===== src/rtl/fsm_rr_arbiter_pkg.sv =====
// Shared types and helpers for the round-robin resource arbiter.
package fsm_rr_arbiter_pkg;

    // Gray-coded sequencing states: a single bit flips on every legal transition.
    typedef enum logic [1:0] {
        ST_IDLE    = 2'b00,
        ST_START   = 2'b01,
        ST_BUSY    = 2'b11,
        ST_RELEASE = 2'b10
    } arb_state_e;

    // Width of a requester index; a single requester still gets one bit.
    function automatic int unsigned idw_f(input int unsigned nreq);
        return (nreq > 1) ? $clog2(nreq) : 1;
    endfunction

endpackage


===== src/rtl/fsm_rr_arbiter_if.sv =====
// Requester/resource handshake bundle for the round-robin arbiter.
interface fsm_rr_arbiter_if
    import fsm_rr_arbiter_pkg::*;
#(
    parameter int unsigned NREQ = 4
) ();

    localparam int unsigned IDW = idw_f(NREQ);

    logic [NREQ-1:0] req;
    logic            done;
    logic [NREQ-1:0] gnt;
    logic [IDW-1:0]  gnt_id;
    logic            start;
    logic            busy;
    logic            timeout;

    // Requester / resource side: drives requests and completion.
    modport master (
        output req, done,
        input  gnt, gnt_id, start, busy, timeout
    );

    // Arbiter side.
    modport slave (
        input  req, done,
        output gnt, gnt_id, start, busy, timeout
    );

endinterface


===== src/rtl/fsm_rr_arbiter_rr_pick.sv =====
// Rotating-priority picker: first set request searching ptr+1, ptr+2, ... mod NREQ.
module fsm_rr_arbiter_rr_pick
    import fsm_rr_arbiter_pkg::*;
#(
    parameter int unsigned NREQ = 4,
    localparam int unsigned IDW = idw_f(NREQ)
) (
    input  logic [NREQ-1:0] req_i,
    input  logic [IDW-1:0]  ptr_i,
    output logic            any_o,
    output logic [IDW-1:0]  idx_o
);

    logic [IDW-1:0]  cand;
    logic [NREQ-1:0] shifted;

    // Walk offsets from farthest to nearest so the nearest set bit after ptr wins.
    always_comb begin
        any_o   = 1'b0;
        idx_o   = '0;
        cand    = '0;
        shifted = '0;
        for (int k = int'(NREQ); k >= 1; k--) begin
            cand    = IDW'((int'(ptr_i) + k) % int'(NREQ));
            shifted = req_i >> cand;
            if (shifted[0]) begin
                any_o = 1'b1;
                idx_o = cand;
            end
        end
    end

endmodule


===== src/rtl/fsm_rr_arbiter.sv =====
// Round-robin arbiter that lends one shared sequencer to NREQ requesters,
// one grant at a time, with a start pulse and a done-or-timeout release.
module fsm_rr_arbiter
    import fsm_rr_arbiter_pkg::*;
#(
    parameter int unsigned NREQ     = 4,
    parameter int unsigned MAX_HOLD = 8
) (
    input  logic              clk,
    input  logic              reset,
    fsm_rr_arbiter_if.slave   bus
);

    localparam int unsigned IDW = idw_f(NREQ);
    localparam int unsigned CW  = $clog2(MAX_HOLD + 1);

    (* syn_encoding = "gray" *) arb_state_e state_q;
    arb_state_e state_d;

    logic [NREQ-1:0] gnt_q, gnt_d;
    logic [IDW-1:0]  gnt_id_q, gnt_id_d;
    logic [IDW-1:0]  ptr_q, ptr_d;
    logic [CW-1:0]   hold_q, hold_d;
    logic            start_q, start_d;
    logic            busy_q, busy_d;
    logic            timeout_q, timeout_d;

    logic            pick_any;
    logic [IDW-1:0]  pick_idx;

    fsm_rr_arbiter_rr_pick #(
        .NREQ (NREQ)
    ) u_pick (
        .req_i (bus.req),
        .ptr_i (ptr_q),
        .any_o (pick_any),
        .idx_o (pick_idx)
    );

    // Next state and next registered outputs; req is only consulted in IDLE.
    always_comb begin
        state_d   = state_q;
        gnt_d     = gnt_q;
        gnt_id_d  = gnt_id_q;
        ptr_d     = ptr_q;
        hold_d    = hold_q;
        start_d   = 1'b0;
        busy_d    = busy_q;
        timeout_d = 1'b0;

        case (state_q)
            ST_IDLE: begin
                gnt_d    = '0;
                gnt_id_d = '0;
                busy_d   = 1'b0;
                if (pick_any) begin
                    state_d  = ST_START;
                    gnt_d    = NREQ'(1) << pick_idx;
                    gnt_id_d = pick_idx;
                    start_d  = 1'b1;
                    busy_d   = 1'b1;
                end
            end
            ST_START: begin
                state_d = ST_BUSY;
                hold_d  = '0;
                busy_d  = 1'b1;
            end
            ST_BUSY: begin
                busy_d = 1'b1;
                hold_d = hold_q + CW'(1);
                if (bus.done) begin
                    state_d = ST_RELEASE;
                    gnt_d   = '0;
                    busy_d  = 1'b0;
                end else if (hold_q == CW'(MAX_HOLD - 1)) begin
                    state_d   = ST_RELEASE;
                    gnt_d     = '0;
                    busy_d    = 1'b0;
                    timeout_d = 1'b1;
                end
            end
            ST_RELEASE: begin
                state_d  = ST_IDLE;
                ptr_d    = gnt_id_q;
                gnt_id_d = '0;
            end
            default: begin
                state_d  = ST_IDLE;
                gnt_d    = '0;
                gnt_id_d = '0;
                busy_d   = 1'b0;
            end
        endcase
    end

    // State, pointer, hold counter and output registers with synchronous reset.
    always_ff @(posedge clk) begin
        if (reset) begin
            state_q   <= ST_IDLE;
            gnt_q     <= '0;
            gnt_id_q  <= '0;
            ptr_q     <= IDW'(NREQ - 1);
            hold_q    <= '0;
            start_q   <= 1'b0;
            busy_q    <= 1'b0;
            timeout_q <= 1'b0;
        end else begin
            state_q   <= state_d;
            gnt_q     <= gnt_d;
            gnt_id_q  <= gnt_id_d;
            ptr_q     <= ptr_d;
            hold_q    <= hold_d;
            start_q   <= start_d;
            busy_q    <= busy_d;
            timeout_q <= timeout_d;
        end
    end

    assign bus.gnt     = gnt_q;
    assign bus.gnt_id  = gnt_id_q;
    assign bus.start   = start_q;
    assign bus.busy    = busy_q;
    assign bus.timeout = timeout_q;

endmodule


===== src/flat_wrapper.sv =====
// flat-port wrapper written by rule: the top's interface ports become plain ports
module fsm_rr_arbiter_flat import fsm_rr_arbiter_pkg::*;
#(
    parameter int unsigned NREQ     = 4,
    parameter int unsigned MAX_HOLD = 8
)
  (clk, reset, bus_req, bus_done, bus_gnt, bus_gnt_id, bus_start, bus_busy, bus_timeout);
  fsm_rr_arbiter_if #(.NREQ(NREQ)) bus_i ();
  input  logic clk;
  input  logic reset;
  input wire logic [$bits(bus_i.req)-1:0] bus_req;
  input wire logic [$bits(bus_i.done)-1:0] bus_done;
  output wire logic [$bits(bus_i.gnt)-1:0] bus_gnt;
  output wire logic [$bits(bus_i.gnt_id)-1:0] bus_gnt_id;
  output wire logic [$bits(bus_i.start)-1:0] bus_start;
  output wire logic [$bits(bus_i.busy)-1:0] bus_busy;
  output wire logic [$bits(bus_i.timeout)-1:0] bus_timeout;
  assign bus_i.req = bus_req;
  assign bus_i.done = bus_done;
  assign bus_gnt = bus_i.gnt;
  assign bus_gnt_id = bus_i.gnt_id;
  assign bus_start = bus_i.start;
  assign bus_busy = bus_i.busy;
  assign bus_timeout = bus_i.timeout;
  fsm_rr_arbiter #(.NREQ(NREQ), .MAX_HOLD(MAX_HOLD)) u_core (.clk(clk), .reset(reset), .bus(bus_i));
endmodule

===== config.mk =====
export PLATFORM = sky130hd
export DESIGN_NAME = fsm_rr_arbiter_flat
export DESIGN_NICKNAME = d
export VERILOG_FILES = /design/src/rtl/fsm_rr_arbiter_pkg.sv /design/src/rtl/fsm_rr_arbiter_if.sv /design/src/rtl/fsm_rr_arbiter_rr_pick.sv /design/src/rtl/fsm_rr_arbiter.sv /design/src/flat_wrapper.sv
export SDC_FILE = /design/constraint.sdc
export NUM_CORES = 1
export LEC_CHECK = 0
export BUFFER_PORTS_ARGS = -buffer_cell sky130_fd_sc_hd__buf_2
export CAP_MARGIN = 20
export CORE_MARGIN = 2
export CORE_UTILIZATION = 40
export CTS_CLUSTER_DIAMETER = 120
export DETAILED_ROUTE_END_ITERATION = 12
export PLACE_DENSITY = 0.66
export SLEW_MARGIN = 20
export SYNTH_ARGS = -nofsm -noshare
export SYNTH_HDL_FRONTEND = slang
export SYNTH_SLANG_ARGS = --single-unit

===== constraint.sdc =====
create_clock -name clk -period 2.3 [get_ports clk]
set_clock_uncertainty 0.05 [all_clocks]
set_input_delay 0.23 -clock clk [delete_from_list [all_inputs] [get_ports clk]]
set_output_delay 0.23 -clock clk [all_outputs]
set_load 0.1 [all_outputs]

==> flow_summary.json <==
{
  "maxCapViolations": 0,
  "cts_root_buf": "clkbuf_4",
  "cpMaxStageDelayCell": "nor4_1",
  "insertedDiodeCount": 0,
  "met2_length_um": 698,
  "dp.final_hpwl_mm": 1.146,
  "fill_cells": 202,
  "grt_overflow": 0,
  "post-route-util_pct": 49.19,
  "die_w_um": 50.32,
  "critical_path_class": "reg2reg",
  "ys_ff_latch": 17,
  "drt-initial-drc-count": 7,
  "wirelength_mm": 1.572,
  "htree_num_levels": 1,
  "m1WireLength_um": 812,
  "top_layer": "met3",
  "ir_drop_v": 0.0004846,
  "min_period_ps": 1773,
  "multiInputGateArea_sq_um": 498.0,
  "drv_slew": 0,
  "worstSetupEndpointType": "flop",
  "setup_tns_ps": 0,
  "synth_cells": 91,
  "layout_commonest_cell": "dfxtp_1",
  "routabilityCongestion": 0.7511,
  "worstPathArrival_ps": 1950,
  "numPortBuffers": 15,
  "cpLargestDelayFamily": "simple AND/OR/NAND/NOR gates",
  "max_freq_mhz": 563.9,
  "period_share_pct": 77.11,
  "synth-edff-count": 0,
  "via_per_inst": 5.059,
  "cts_setup_buffers": 0,
  "syn_to_final_growth_pct": 14.72,
  "final_nets": 122,
  "async_flop_share_pct": 0,
  "synth.cell_area_sq_um": 858.3,
  "cts_made_buffers": 3,
  "setup-violations-final": 0,
  "wire_per_inst_um": 11.64,
  "tightest_slew_ps": 655.7,
  "clock_path_buffers": 2,
  "ys_seq_area_share_pct": 39.65,
  "drt_first_pass_iters": 4,
  "maxSlewHeadroom_pct": 55.88,
  "grt_usage_pct": 14.09,
  "synthDistinctLibCells": 33,
  "rsz0062_at_grt": "false",
  "synthesis.nets": 104,
  "crit_required_ps": 2470,
  "insertion_delay_ps": 280,
  "start_kind": "flop",
  "drc": 0,
  "cts.repair.resized": 0,
  "syn_avg_cell_area_sq_um": 9.432,
  "antenna_found_initial": 0,
  "cts_hold_buf": 0,
  "fp-row-count": 16,
  "grt_max_degree": 15,
  "worstPathMaxFanout": 5,
  "drtAntennaViolNets": 0,
  "clk_pin_slew_ps": 100,
  "path_cells": "inv_1 > ha_1 > nor4_1 > a32o_1",
  "cts_tree": "built",
  "synth_ff_type": "dfxtp_1",
  "first_global_vias": 667,
  "synth_warnings": 0,
  "mostFrequentLayoutCells": "dfxtp_1 (17), buf_2 (15), a21oi_1 (8), nand2b_1 (7)",
  "hold_class": "in2reg",
  "cellPowerDensity_nw_per_um2": 713.7,
  "register_area_sq_um": 340.3,
  "die-area_sq_um": 2532,
  "leakagePower_uw": 0.0003903,
  "start_util_pct": 42.87,
  "clock-sinks": 17,
  "ios": 16,
  "drive_gt1_share_pct": 22.22,
  "die_y_um": 50.32,
  "grt_pass1_wl_mm": 2.794,
  "hold_violations": 0,
  "worst-path-buf-inv": 1,
  "vias": 683,
  "wl_met3_um": 60,
  "max_stage_delay_ps": 590,
  "core_area_sq_um": 2002,
  "outcome": "completed"
}
## cell families (layout without fill, tap and decap cells)
logic type / after synthesis / after routing / share of synthesized area [%]
flops: 17 / 17 / 39.65
xor+xnor: 1 / 1 / 1.021
fa+ha+maj: 6 / 6 / 8.746
simple gates: 38 / 38 / 26.24
buf+inv: 5 / 22 / 2.331
compound gates: 23 / 23 / 20.85
mux: 1 / 1 / 1.166
## metrics by stage
step | setup WS, ps | instances | total power (uW) | cell area [sq um] | hold slack (ps)
4_1_cts | 541.1 | 135 | 714.0 | 984.7 | 44.54
3_5_place_dp | 617.3 | 131 | 553.9 | 958.4 | 361.8
5_1_grt | 439.2 | 135 | 744.4 | 984.7 | 53.58
6_report | 526.5 | 135 | 702.8 | 984.7 | 58.35
2_1_floorplan | 807.1 | 91 | 513.5 | 858.3 | 257.4
3_3_place_gp | 677.1 | 131 | 552.0 | 958.4 | 358.2
## registers in the layout, summed over array words and instances (netlist names)
| name | flops |
|---|---|
| u_core.bus.busy | 1 |
| u_core.bus.gnt | 4 |
| u_core.bus.gnt_id | 2 |
| u_core.bus.start | 1 |
| u_core.bus.timeout | 1 |
| u_core.hold_q | 4 |
| u_core.ptr_q | 2 |
| u_core.state_q | 2 |
## cell usage after synthesis (2+ instances only)
cell / instances / area share, %
a32o_1: 4 / 4.7
and2_1: 2 / 1.5
nand2b_1: 7 / 5.1
nor4_1: 2 / 1.5
nor2_1: 6 / 2.6
nor3b_1: 3 / 2.6
a21oi_1: 8 / 4.7
nand3_1: 3 / 1.7
dfxtp_1: 17 / 40
inv_1: 3 / 1.3
ha_1: 6 / 8.7
nor2b_1: 3 / 2.2
a211o_1: 2 / 2.0
nor3_1: 6 / 3.5
## final timing paths
path / startpoint / endpoint / slack (ps) / cells past startpoint
worst min register to register: u_core.bus.gnt[0]$_SDFFE_PP0P_ / u_core.bus.gnt[0]$_SDFFE_PP0P_ / 430 / 1
worst max register to register: u_core.state_q[1]$_SDFFE_PP0P_ / u_core.bus.gnt[2]$_SDFFE_PP0P_ / 530 / 4
worst max-delay path: u_core.state_q[1]$_SDFFE_PP0P_ / u_core.bus.gnt[2]$_SDFFE_PP0P_ / 530 / 4
worst min-delay path: bus_done / u_core.bus.timeout$_SDFF_PP0_ / 60 / 2
## worst reg2reg max path: stages, from the launching register on
cell	delay [ps]
dfxtp_1	420
inv_1	90
ha_1	290
nor4_1	590
a32o_1	270
## power breakdown
part           internal, uW  switching (uW)  total (uW)
Clock                  67.3            87.6         155
Combinational          57.4             163         220
Sequential              315            13.1         328
Total                   439             263         703
## metal layers
layer,vias to the layer above,track usage [%]
li1,365,-
met1,305,18.30
met2,13,22.37
met3,0,5.357
met4,0,2.703
met5,-,0
## cell type report
cell class	count	area share, %
clock buffer	4	2.668
inverter	3	1.144
multi-input combinational	69	50.57
sequential	17	34.56
tap	27	3.431
timing repair buffer	15	7.624
Power figures use the tool's default switching activity.
